<file path="src/rtl/led_mode_sequencer_pkg.sv">
// -----------------------------------------------------------------------------
// led_seq_pkg
//
// Purpose : Shared types and helpers for the LED mode sequencer.
//           - mode_t     : display mode encoding (also the mode_out encoding)
//           - cnt_width  : width of the shared counter type, sized for the
//                          larger of the tick divider and the debounce length
//           - next_mode  : OFF -> WALK -> COUNT -> BLINK -> OFF
// Ports   : none (package)
// -----------------------------------------------------------------------------
package led_seq_pkg;

    typedef enum logic [1:0] {
        MODE_OFF   = 2'd0,
        MODE_WALK  = 2'd1,
        MODE_COUNT = 2'd2,
        MODE_BLINK = 2'd3
    } mode_t;

    // Counter width for values 0..max(a,b)-1. Never narrower than one bit so
    // a degenerate DEBOUNCE_CYCLES=1 build still has a legal counter.
    function automatic int cnt_width(input int a, input int b);
        int m;
        m = (a > b) ? a : b;
        return (m < 2) ? 1 : $clog2(m);
    endfunction

    function automatic mode_t next_mode(input mode_t m);
        mode_t n;
        case (m)
            MODE_OFF:   n = MODE_WALK;
            MODE_WALK:  n = MODE_COUNT;
            MODE_COUNT: n = MODE_BLINK;
            default:    n = MODE_OFF;
        endcase
        return n;
    endfunction

endpackage

</file>
<file path="src/rtl/led_mode_sequencer_if.sv">
// -----------------------------------------------------------------------------
// led_mode_sequencer_if
//
// Purpose : Bundles the board-side signals of the LED mode sequencer.
// Signals :
//   button    raw asynchronous push-button, active high   (board -> sequencer)
//   enable    synchronous run enable, low freezes pattern  (board -> sequencer)
//   mode_out  current display mode                         (sequencer -> board)
//   leds      LED drive, active high, NUM_LEDS wide        (sequencer -> board)
//   tick_out  one-cycle pulse per pattern tick             (sequencer -> board)
// Modports:
//   master    board / environment side (drives button, enable)
//   slave     sequencer side (drives mode_out, leds, tick_out)
// -----------------------------------------------------------------------------
interface led_mode_sequencer_if
    import led_seq_pkg::*;
#(
    parameter int NUM_LEDS = 4
);

    logic                button;
    logic                enable;
    mode_t               mode_out;
    logic [NUM_LEDS-1:0] leds;
    logic                tick_out;

    modport master (
        output button,
        output enable,
        input  mode_out,
        input  leds,
        input  tick_out
    );

    modport slave (
        input  button,
        input  enable,
        output mode_out,
        output leds,
        output tick_out
    );

endinterface

</file>
<file path="src/rtl/led_mode_sequencer_debounce.sv">
// -----------------------------------------------------------------------------
// button_debounce
//
// Purpose : Turns a raw asynchronous push-button into a single-cycle press
//           pulse. Two-flop synchroniser, then a debounce counter that only
//           accepts a new level after DEBOUNCE_CYCLES consecutive differing
//           synchronised samples, then a rising-edge detector on the
//           debounced level. Releases never produce a pulse.
// Ports   :
//   clock    in   system clock
//   reset_n  in   asynchronous active-low reset
//   button   in   raw push-button, active high, asynchronous to clock
//   press    out  one-cycle registered pulse per accepted press
// Timing  : a clean step on button is accepted on the edge DEBOUNCE_CYCLES+2
//           (first sampling edge = 1) and press is high after edge
//           DEBOUNCE_CYCLES+3.
// -----------------------------------------------------------------------------
module button_debounce
    import led_seq_pkg::*;
#(
    parameter int DEBOUNCE_CYCLES = 6_000_000,
    parameter int CNT_W           = cnt_width(DEBOUNCE_CYCLES, 2)
) (
    input  logic clock,
    input  logic reset_n,
    input  logic button,
    output logic press
);

    localparam logic [CNT_W-1:0] DEB_LAST = CNT_W'(DEBOUNCE_CYCLES - 1);

    logic             sync_1;
    logic             sync_2;
    logic             deb_state;
    logic             deb_prev;
    logic [CNT_W-1:0] deb_cnt;

    always_ff @(posedge clock or negedge reset_n) begin
        if (!reset_n) begin
            sync_1    <= 1'b0;
            sync_2    <= 1'b0;
            deb_state <= 1'b0;
            deb_prev  <= 1'b0;
            deb_cnt   <= '0;
            press     <= 1'b0;
        end else begin
            sync_1 <= button;
            sync_2 <= sync_1;

            // Any sample that agrees with the accepted level restarts the
            // count, so only an unbroken run of differing samples flips it.
            if (sync_2 == deb_state) begin
                deb_cnt <= '0;
            end else if (deb_cnt == DEB_LAST) begin
                deb_state <= sync_2;
                deb_cnt   <= '0;
            end else begin
                deb_cnt <= deb_cnt + CNT_W'(1);
            end

            deb_prev <= deb_state;
            press    <= deb_state & ~deb_prev;
        end
    end

endmodule

</file>
<file path="src/rtl/led_mode_sequencer.sv">
// -----------------------------------------------------------------------------
// led_mode_sequencer
//
// Purpose : Cycles the board status LEDs through display modes chosen by a
//           push-button. A divider derives the slow pattern tick from the
//           system clock; each tick advances the LED pattern according to
//           the current mode. A debounced button press steps the mode
//           OFF -> WALK -> COUNT -> BLINK -> OFF and reloads the pattern.
// Ports   :
//   clock    in   system clock, single domain
//   reset_n  in   asynchronous active-low reset; the board releases it
//                 synchronously to clock
//   io       slave modport of led_mode_sequencer_if:
//              button   in   raw push-button, active high
//              enable   in   run enable; low holds the pattern and the divider
//              mode_out out  current mode (0 OFF, 1 WALK, 2 COUNT, 3 BLINK)
//              leds     out  LED drive, NUM_LEDS wide, active high
//              tick_out out  one-cycle pulse per pattern tick
// Notes   : every output is a flop; nothing combinational reaches the pins.
// -----------------------------------------------------------------------------
module led_mode_sequencer
    import led_seq_pkg::*;
#(
    parameter int TICK_DIV        = 100_000_000,
    parameter int DEBOUNCE_CYCLES = 6_000_000,
    parameter int NUM_LEDS        = 4
) (
    input  logic                 clock,
    input  logic                 reset_n,
    led_mode_sequencer_if.slave  io
);

    localparam int               CNT_W     = cnt_width(TICK_DIV, DEBOUNCE_CYCLES);
    localparam logic [CNT_W-1:0] TICK_LAST = CNT_W'(TICK_DIV - 1);

    mode_t               mode;
    mode_t               mode_nxt;
    logic [NUM_LEDS-1:0] leds;
    logic [CNT_W-1:0]    tick_cnt;
    logic                tick;
    logic                tick_hit;
    logic                press;

    // Pattern loaded on entry to a mode; only WALK starts non-zero.
    function automatic logic [NUM_LEDS-1:0] init_pattern(input mode_t m);
        logic [NUM_LEDS-1:0] p;
        p = '0;
        if (m == MODE_WALK) begin
            p = NUM_LEDS'(1);
        end
        return p;
    endfunction

    // One tick's worth of pattern movement for the current mode.
    function automatic logic [NUM_LEDS-1:0] step_pattern(input mode_t               m,
                                                         input logic [NUM_LEDS-1:0] p);
        logic [NUM_LEDS-1:0] n;
        case (m)
            MODE_WALK:  n = {p[NUM_LEDS-2:0], p[NUM_LEDS-1]};
            MODE_COUNT: n = p + NUM_LEDS'(1);
            MODE_BLINK: n = ~p;
            default:    n = '0;
        endcase
        return n;
    endfunction

    button_debounce #(
        .DEBOUNCE_CYCLES (DEBOUNCE_CYCLES),
        .CNT_W           (CNT_W)
    ) u_debounce (
        .clock   (clock),
        .reset_n (reset_n),
        .button  (io.button),
        .press   (press)
    );

    assign mode_nxt = next_mode(mode);

    // The divider only reaches its last value while running, so a frozen
    // divider can never raise a tick.
    assign tick_hit = io.enable && (tick_cnt == TICK_LAST);

    always_ff @(posedge clock or negedge reset_n) begin
        if (!reset_n) begin
            mode     <= MODE_OFF;
            leds     <= '0;
            tick_cnt <= '0;
            tick     <= 1'b0;
        end else begin
            // tick_out reports the divider wrap even when a press
            // pre-empts the LED update on the same edge.
            tick <= tick_hit;

            if (press) begin
                // A press outranks the tick and restarts the tick period
                // so the new mode always gets a full first step.
                mode     <= mode_nxt;
                leds     <= init_pattern(mode_nxt);
                tick_cnt <= '0;
            end else if (io.enable) begin
                if (tick_hit) begin
                    tick_cnt <= '0;
                    leds     <= step_pattern(mode, leds);
                end else begin
                    tick_cnt <= tick_cnt + CNT_W'(1);
                end
            end
        end
    end

    assign io.mode_out = mode;
    assign io.leds     = leds;
    assign io.tick_out = tick;

endmodule

</file>
<file path="src/flat_wrapper.sv">
// flat-port wrapper written by rule: the top's interface ports become plain ports
module led_mode_sequencer_flat import led_seq_pkg::*;
#(
    parameter int TICK_DIV        = 100_000_000,
    parameter int DEBOUNCE_CYCLES = 6_000_000,
    parameter int NUM_LEDS        = 4
)
  (clock, reset_n, io_button, io_enable, io_mode_out, io_leds, io_tick_out);
  led_mode_sequencer_if #(.NUM_LEDS(NUM_LEDS)) io_i ();
  input  logic clock;
  input  logic reset_n;
  input wire logic [$bits(io_i.button)-1:0] io_button;
  input wire logic [$bits(io_i.enable)-1:0] io_enable;
  output wire logic [$bits(io_i.mode_out)-1:0] io_mode_out;
  output wire logic [$bits(io_i.leds)-1:0] io_leds;
  output wire logic [$bits(io_i.tick_out)-1:0] io_tick_out;
  assign io_i.button = io_button;
  assign io_i.enable = io_enable;
  assign io_mode_out = io_i.mode_out;
  assign io_leds = io_i.leds;
  assign io_tick_out = io_i.tick_out;
  led_mode_sequencer #(.TICK_DIV(TICK_DIV), .DEBOUNCE_CYCLES(DEBOUNCE_CYCLES), .NUM_LEDS(NUM_LEDS)) u_core (.clock(clock), .reset_n(reset_n), .io(io_i));
endmodule
</file>
<file path="config.mk">
export PLATFORM = sky130hd
export DESIGN_NAME = led_mode_sequencer_flat
export DESIGN_NICKNAME = d
export VERILOG_FILES = /design/src/rtl/led_mode_sequencer_pkg.sv /design/src/rtl/led_mode_sequencer_if.sv /design/src/rtl/led_mode_sequencer_debounce.sv /design/src/rtl/led_mode_sequencer.sv /design/src/flat_wrapper.sv
export SDC_FILE = /design/constraint.sdc
export NUM_CORES = 1
export LEC_CHECK = 0
export CAP_MARGIN = 20
export CORE_MARGIN = 2
export CORE_UTILIZATION = 53
export DETAILED_ROUTE_END_ITERATION = 7
export PLACE_DENSITY_LB_ADDON = 0.12
export SYNTH_ARGS = -nofsm -noshare
export SYNTH_HDL_FRONTEND = slang
export SYNTH_HIERARCHICAL = 1
export SYNTH_SLANG_ARGS = --single-unit
</file>
<file path="constraint.sdc">
create_clock -name clock -period 2.35 [get_ports clock]
set_input_delay 0.47 -clock clock [delete_from_list [all_inputs] [get_ports clock]]
set_output_delay 0.47 -clock clock [all_outputs]
set_load 0.01 [all_outputs]
</file>
# Word-level counts from Yosys, hierarchy flattened
# Index checks and enable logic that the tools add are counted.
dict set report totals {
  regBits 66
  latch_bits 0
  ram_bits 0
  rom_bits 0
  in_bits 4
  out_inout_bits 7
  mem_count 0
}
dict set report op_classes {
  addsub 3
  mul 0
  div_mod_pow 0
  order_cmp 0
  eq_ne 7
  shift 0
  mux 11
  n_bitwise 4
  n_reduce_logical 6
}
# operator count
set op_table {}
lappend op_table {{two-way mux 27 bit} 5}
lappend op_table {{adder 27 x 1 -> 27 bit, second input constant} 2}
lappend op_table {{equality test 27 x 23 -> 1 bit, second input constant} 1}
lappend op_table {{equality test 27 bit, second input constant} 1}
lappend op_table {{two-way mux 4 bit} 3}
lappend op_table {{one-hot mux 4 bit (3 select lines)} 1}
lappend op_table {{one-hot mux 2 bit (3 select lines)} 1}
lappend op_table {{adder 4 x 1 -> 4 bit, second input constant} 1}
lappend op_table {{equality test 2 x 1 -> 1 bit, second input constant} 2}
lappend op_table {{equality test 2 bit, second input constant} 2}
lappend op_table {{inverter 4 bit} 1}
lappend op_table {{AND reduction 2 bit} 2}
lappend op_table {{nonzero test 2 bit} 2}
lappend op_table {{logical NOT 2 bit} 1}
lappend op_table {{inverter 1 bit} 2}
lappend op_table {{AND 1 bit} 1}
lappend op_table {{equality test 1 bit} 1}
lappend op_table {{logical AND 1 bit} 1}
lappend op_table {{two-way mux 1 bit} 1}

# Depth between registers and ports, before layout
dict set report logic_depth {
  ltp_word 5
  ltp_mapped 7
  mapped_depth_nobuf 6
}

# By module
# The synthesis kept the hierarchy.
# mod instances cells_per_inst area_per_inst_um2 seq_area_each_um2
set modules_own_cells {}
lappend modules_own_cells {led_mode_sequencer 1 227 2062.0 850.8}
lappend modules_own_cells {button_debounce 1 160 1584.0 800.8}

# Worst setup path before layout
# Ideal clock, no wire load.
dict set report synth_path {
  path_kind {reg-to-reg}
  startpoint {register u_core.u_debounce.deb_cnt[0]}
  endpoint {register u_core.u_debounce.deb_cnt[10]}
  arrival_time_ns 1.853
  required_ns 2.229
  setup_slack_ns 0.376
  stages_incl_launch_ff 8
  n_path_buf 2
  cell_sequence {dfrtp_1 ha_1 and4_2 clkbuf_1 nand3_1 o31ai_2 buf_2 nor2_1}
}
dict set report synth_via {
  elab_chain_cells 3
  elab_cells_between_ends 4
}
# item line_no
set synth_lines {}
lappend synth_lines {{start, declared} led_mode_sequencer_debounce.sv:36} ;# logic [CNT_W-1:0] deb_cnt;
lappend synth_lines {{start signal, assigned} led_mode_sequencer_debounce.sv:58} ;# deb_cnt <= deb_cnt + CNT_W'(1);
lappend synth_lines {{adder 27 x 1 -> 27 bit / equality test 27 x 23 -> 1 bit (equally long branches)} {led_mode_sequencer_debounce.sv:58, led_mode_sequencer_debounce.sv:54}}
lappend synth_lines {{two-way mux 27 bit (*)} led_mode_sequencer_debounce.sv:54} ;# end else if (deb_cnt == DEB_LAST) begin
lappend synth_lines {{two-way mux 27 bit (*)} led_mode_sequencer_debounce.sv:52} ;# if (sync_2 == deb_state) begin
# Mark *: on every way between the ends. The rest lies on a longest branch, timed or not.
# A chain may end at the register's enable or synchronous reset.

# Worst setup path in the final report
dict set report layout_path {
  startpoint {register u_core.tick_cnt[8]}
  endpoint {register u_core.tick_cnt[23]}
}
dict set report layout_via {
  elab_chain_cells 5
  elab_cells_between_ends 6
}
# item line_no
set layout_lines {}
lappend layout_lines {{start, declared} led_mode_sequencer.sv:39} ;# logic [CNT_W-1:0] tick_cnt;
lappend layout_lines {{start signal, assigned} led_mode_sequencer.sv:105} ;# tick_cnt <= tick_cnt + CNT_W'(1);
lappend layout_lines {{parallel branches: the longest is 2 deep, another holds adder 27 x 1 -> 27 bit} -}
lappend layout_lines {{two-way mux 27 bit (*)} led_mode_sequencer.sv:101} ;# if (tick_hit) begin
lappend layout_lines {{two-way mux 27 bit (*)} led_mode_sequencer.sv:100} ;# end else if (io.enable) begin
lappend layout_lines {{two-way mux 27 bit (*)} led_mode_sequencer.sv:94} ;# if (press) begin
# Mark *: on every way between the ends. The select of a mux whose other input is x is not followed.

==> impl_metrics.tcl <==
set metrics [dict create \
    diodes 0 \
    drt-total-wl_um 7600 \
    grt_pass1_wl_um 13390 \
    tightestPinTransition_ps 565.1 \
    die-area_um2 7559 \
    max_cap_viol_count 0 \
    critPathRequiredTime_ps 2610 \
    cts_root_buf "clkbuf_8" \
    netlist.area_leader.share_pct 45.30 \
    critPathKind "reg2reg" \
    skew_ps 10.60 \
    crit_arrival_ps 2390 \
    wl_per_cell_um 15.77 \
    relSlewSlack_pct 61.98 \
    start_kind "flip-flop" \
    synth_edf_count 0 \
    syn_avg_cell_area_um2 9.421 \
    grt_max_degree 67 \
    synth_cell_types 57 \
    p_leak_nw 1.580 \
    hold_path_class "in2async" \
    ant_nets 0 \
    final_area_um2 4016 \
    viasPerCell 6.199 \
    fillers 573 \
    cts_resized 0 \
    syn_area_um2 3646 \
    yosys.cell_count.top_type "dfrtp_1" \
    antenna_found_initial 0 \
    async_reset_ff_share_pct 100.0 \
    yosysTopAreaCell "dfrtp_1" \
    cts_sinks 66 \
    hpwl_um 5115 \
    synth_fp_nets 398 \
    clk_pin_slew_ps 80 \
    hold_viol_final 0 \
    clock_path_buffers 2 \
    routabilityCongestion 0.8401 \
    ys_seq_elements 66 \
    dr.pass1.iters 5 \
    cts_tree "yes" \
    hold_buffers 0 \
    clock_latency_ps 340 \
    maxSlewViolCount 0 \
    cts_buffers 9 \
    io_buffers 10 \
    synthCells 387 \
    drt_iter0_drc 221 \
    ys_dominant_reg_cell "dfrtp_1" \
    yosysWarnings 6 \
    drc_errors 0 \
    die_x_um 86.94 \
    die-height_um 86.94 \
    ir_drop_v 0.0002826 \
    finalSetupViolCount 0 \
    coreArea_um2 6719 \
    min_period_ps 2133 \
    grt_usage_pct 22.25 \
    htree_num_levels 3 \
    ios 11 \
    endpoint_kind "flip-flop" \
    top_layer "met4" \
    syn_to_final_growth_pct 10.16 \
    num_vias 2988 \
    rsz0062_at_grt "false" \
    initial_core_util_pct 54.26 \
    status "complete, no violations" \
    grt_pass1_vias 2884 \
    final_util_pct 59.78 \
    hold_slack_ps 134.3 \
    met2_length_um 3679 \
    finalNetCount 409 \
    num_rows 30 \
    post_cts.repair.setup_buffers 0 \
    drive_gt1_share_pct 8.955 \
    post-route-period-util_pct 90.75 \
    ff2ff_setup_slack_ps 220 \
    ys_top_cells_by_count "dfrtp_1 (66), nor2_1 (32), nand2_1 (28)" \
    yosysSeqAreaShare_pct 45.30 \
    finalSetupTns_ps 0 \
    crit_fanout 8 \
    wl_met3_um 147 \
    synth.top_cells.by_area "dfrtp_1 (45%), xnor2_1 (4.1%), nand3_1 (3.4%)" \
    powerDensity_nw_per_um2 564.7 \
    fmax_mhz 468.9 \
    place_area_um2 3846 \
    m1WireLength_um 3694 \
    overflow 0 \
]
==> path summary, 6_finish.rpt <==
check / from / end / cells past startpoint
setup / recovery: u_core/tick_cnt[8]$_DFFE_PN0P_ / u_core/tick_cnt[23]$_DFFE_PN0P_ / 4
hold / removal: reset_n / u_core/io.leds[1]$_DFFE_PN0P_ / 2
setup reg to reg: u_core/tick_cnt[8]$_DFFE_PN0P_ / u_core/tick_cnt[23]$_DFFE_PN0P_ / 4
hold reg to reg: u_core/u_debounce/sync_1$_DFF_PN0_ / u_core/u_debounce/sync_2$_DFF_PN0_ / 0
max in group asynchronous: reset_n / u_core/u_debounce/deb_cnt[21]$_DFF_PN0_ / 2
min in group clock: u_core/u_debounce/sync_1$_DFF_PN0_ / u_core/u_debounce/sync_2$_DFF_PN0_ / 0
==> area by class of cell <==
type / instances / area, um^2 / share of cell area, %
Timing Repair Buffer: 19 / 187.7 / 4.673
Clock inverter: 3 / 15.01 / 0.3738
Sequential cell: 66 / 1652 / 41.12
Inverter: 10 / 37.54 / 0.9346
Clock buffer: 12 / 155.1 / 3.863
Tap cell: 80 / 100.1 / 2.492
Multi-Input combinational cell: 292 / 1869 / 46.54
==> per-layer routing <==
layer	vias up	GRT usage [%]
li1	1464	-
met3	8	3.602
met5	-	0
met2	46	35.18
met4	0	8.949
met1	1470	30.54
==> cells in the final DEF, fill, tap and decap left out, types with 3 or more instances in the layout <==
cell type        synthesis  routed
nand2_1                 28      28
nand2b_1                 5       5
or3_1                    7       7
o31ai_1                 14      14
nand4_1                 15      15
clkinv_2                 0       3
o211a_1                  3       3
and3_1                   7       7
or4_1                   16      16
buf_4                    0       7
nor4_1                  10      10
ha_1                     7       7
o21ai_0                 15      15
and4_1                   5       5
xor2_1                   9       9
dfrtp_1                 66      66
xnor2_1                 17      17
a21oi_1                 24      24
nor3_1                  10      10
and2_1                   3       3
clkbuf_8                 0      11
clkdlybuf4s50_1          0       9
nand3_1                 25      25
inv_1                   10      10
nor2_1                  32      32
==> metrics by stage <==
stage          total power [W]  instances  worst slack (ps)
2_1_floorplan         0.001381        387             376.0
3_3_place_gp          0.001445        467             87.42
3_5_place_dp          0.001447        467             42.20
4_1_cts               0.002292        482             226.5
5_1_grt               0.002369        482             85.08
6_report              0.002268        482             217.4
==> cells by family after synthesis <==
logic type | share of synthesized area [%]
buffers and inverters | 3.432
muxes | 0.5834
DFF | 45.30
xor gates and xnor gates | 6.246
and+or+nand+nor | 27.83
AOI/OAI and AO/OA | 14.21
adders and majority gates | 2.402
==> worst max-delay path: stages (launching register included) <==
cell and delay, ps:
dfrtp_1 480, nand3_2 210, or4_1 680, or4b_1 550, a21oi_1 150
==> state kept, by name, summed over array words and instances, names as in the netlist <==
| name | count |
|---|---|
| u_core/u_debounce/deb_cnt | 27 |
| u_core/tick_cnt | 27 |
| u_core/io.mode_out | 2 |
| u_core/u_debounce/deb_prev | 1 |
| u_core/u_debounce/press | 1 |
| u_core/u_debounce/deb_state | 1 |
| u_core/io.tick_out | 1 |
| u_core/u_debounce/sync_2 | 1 |
| u_core/io.leds | 4 |
| u_core/u_debounce/sync_1 | 1 |
==> where the power goes <==
group / switching, W / internal [W]
clock network: 0.000414 / 0.000430
logic: 0.0000959 / 0.0000690
registers: 0.0000757 / 0.00118
total: 0.000586 / 0.00168
(Power assumes the default switching activity.)
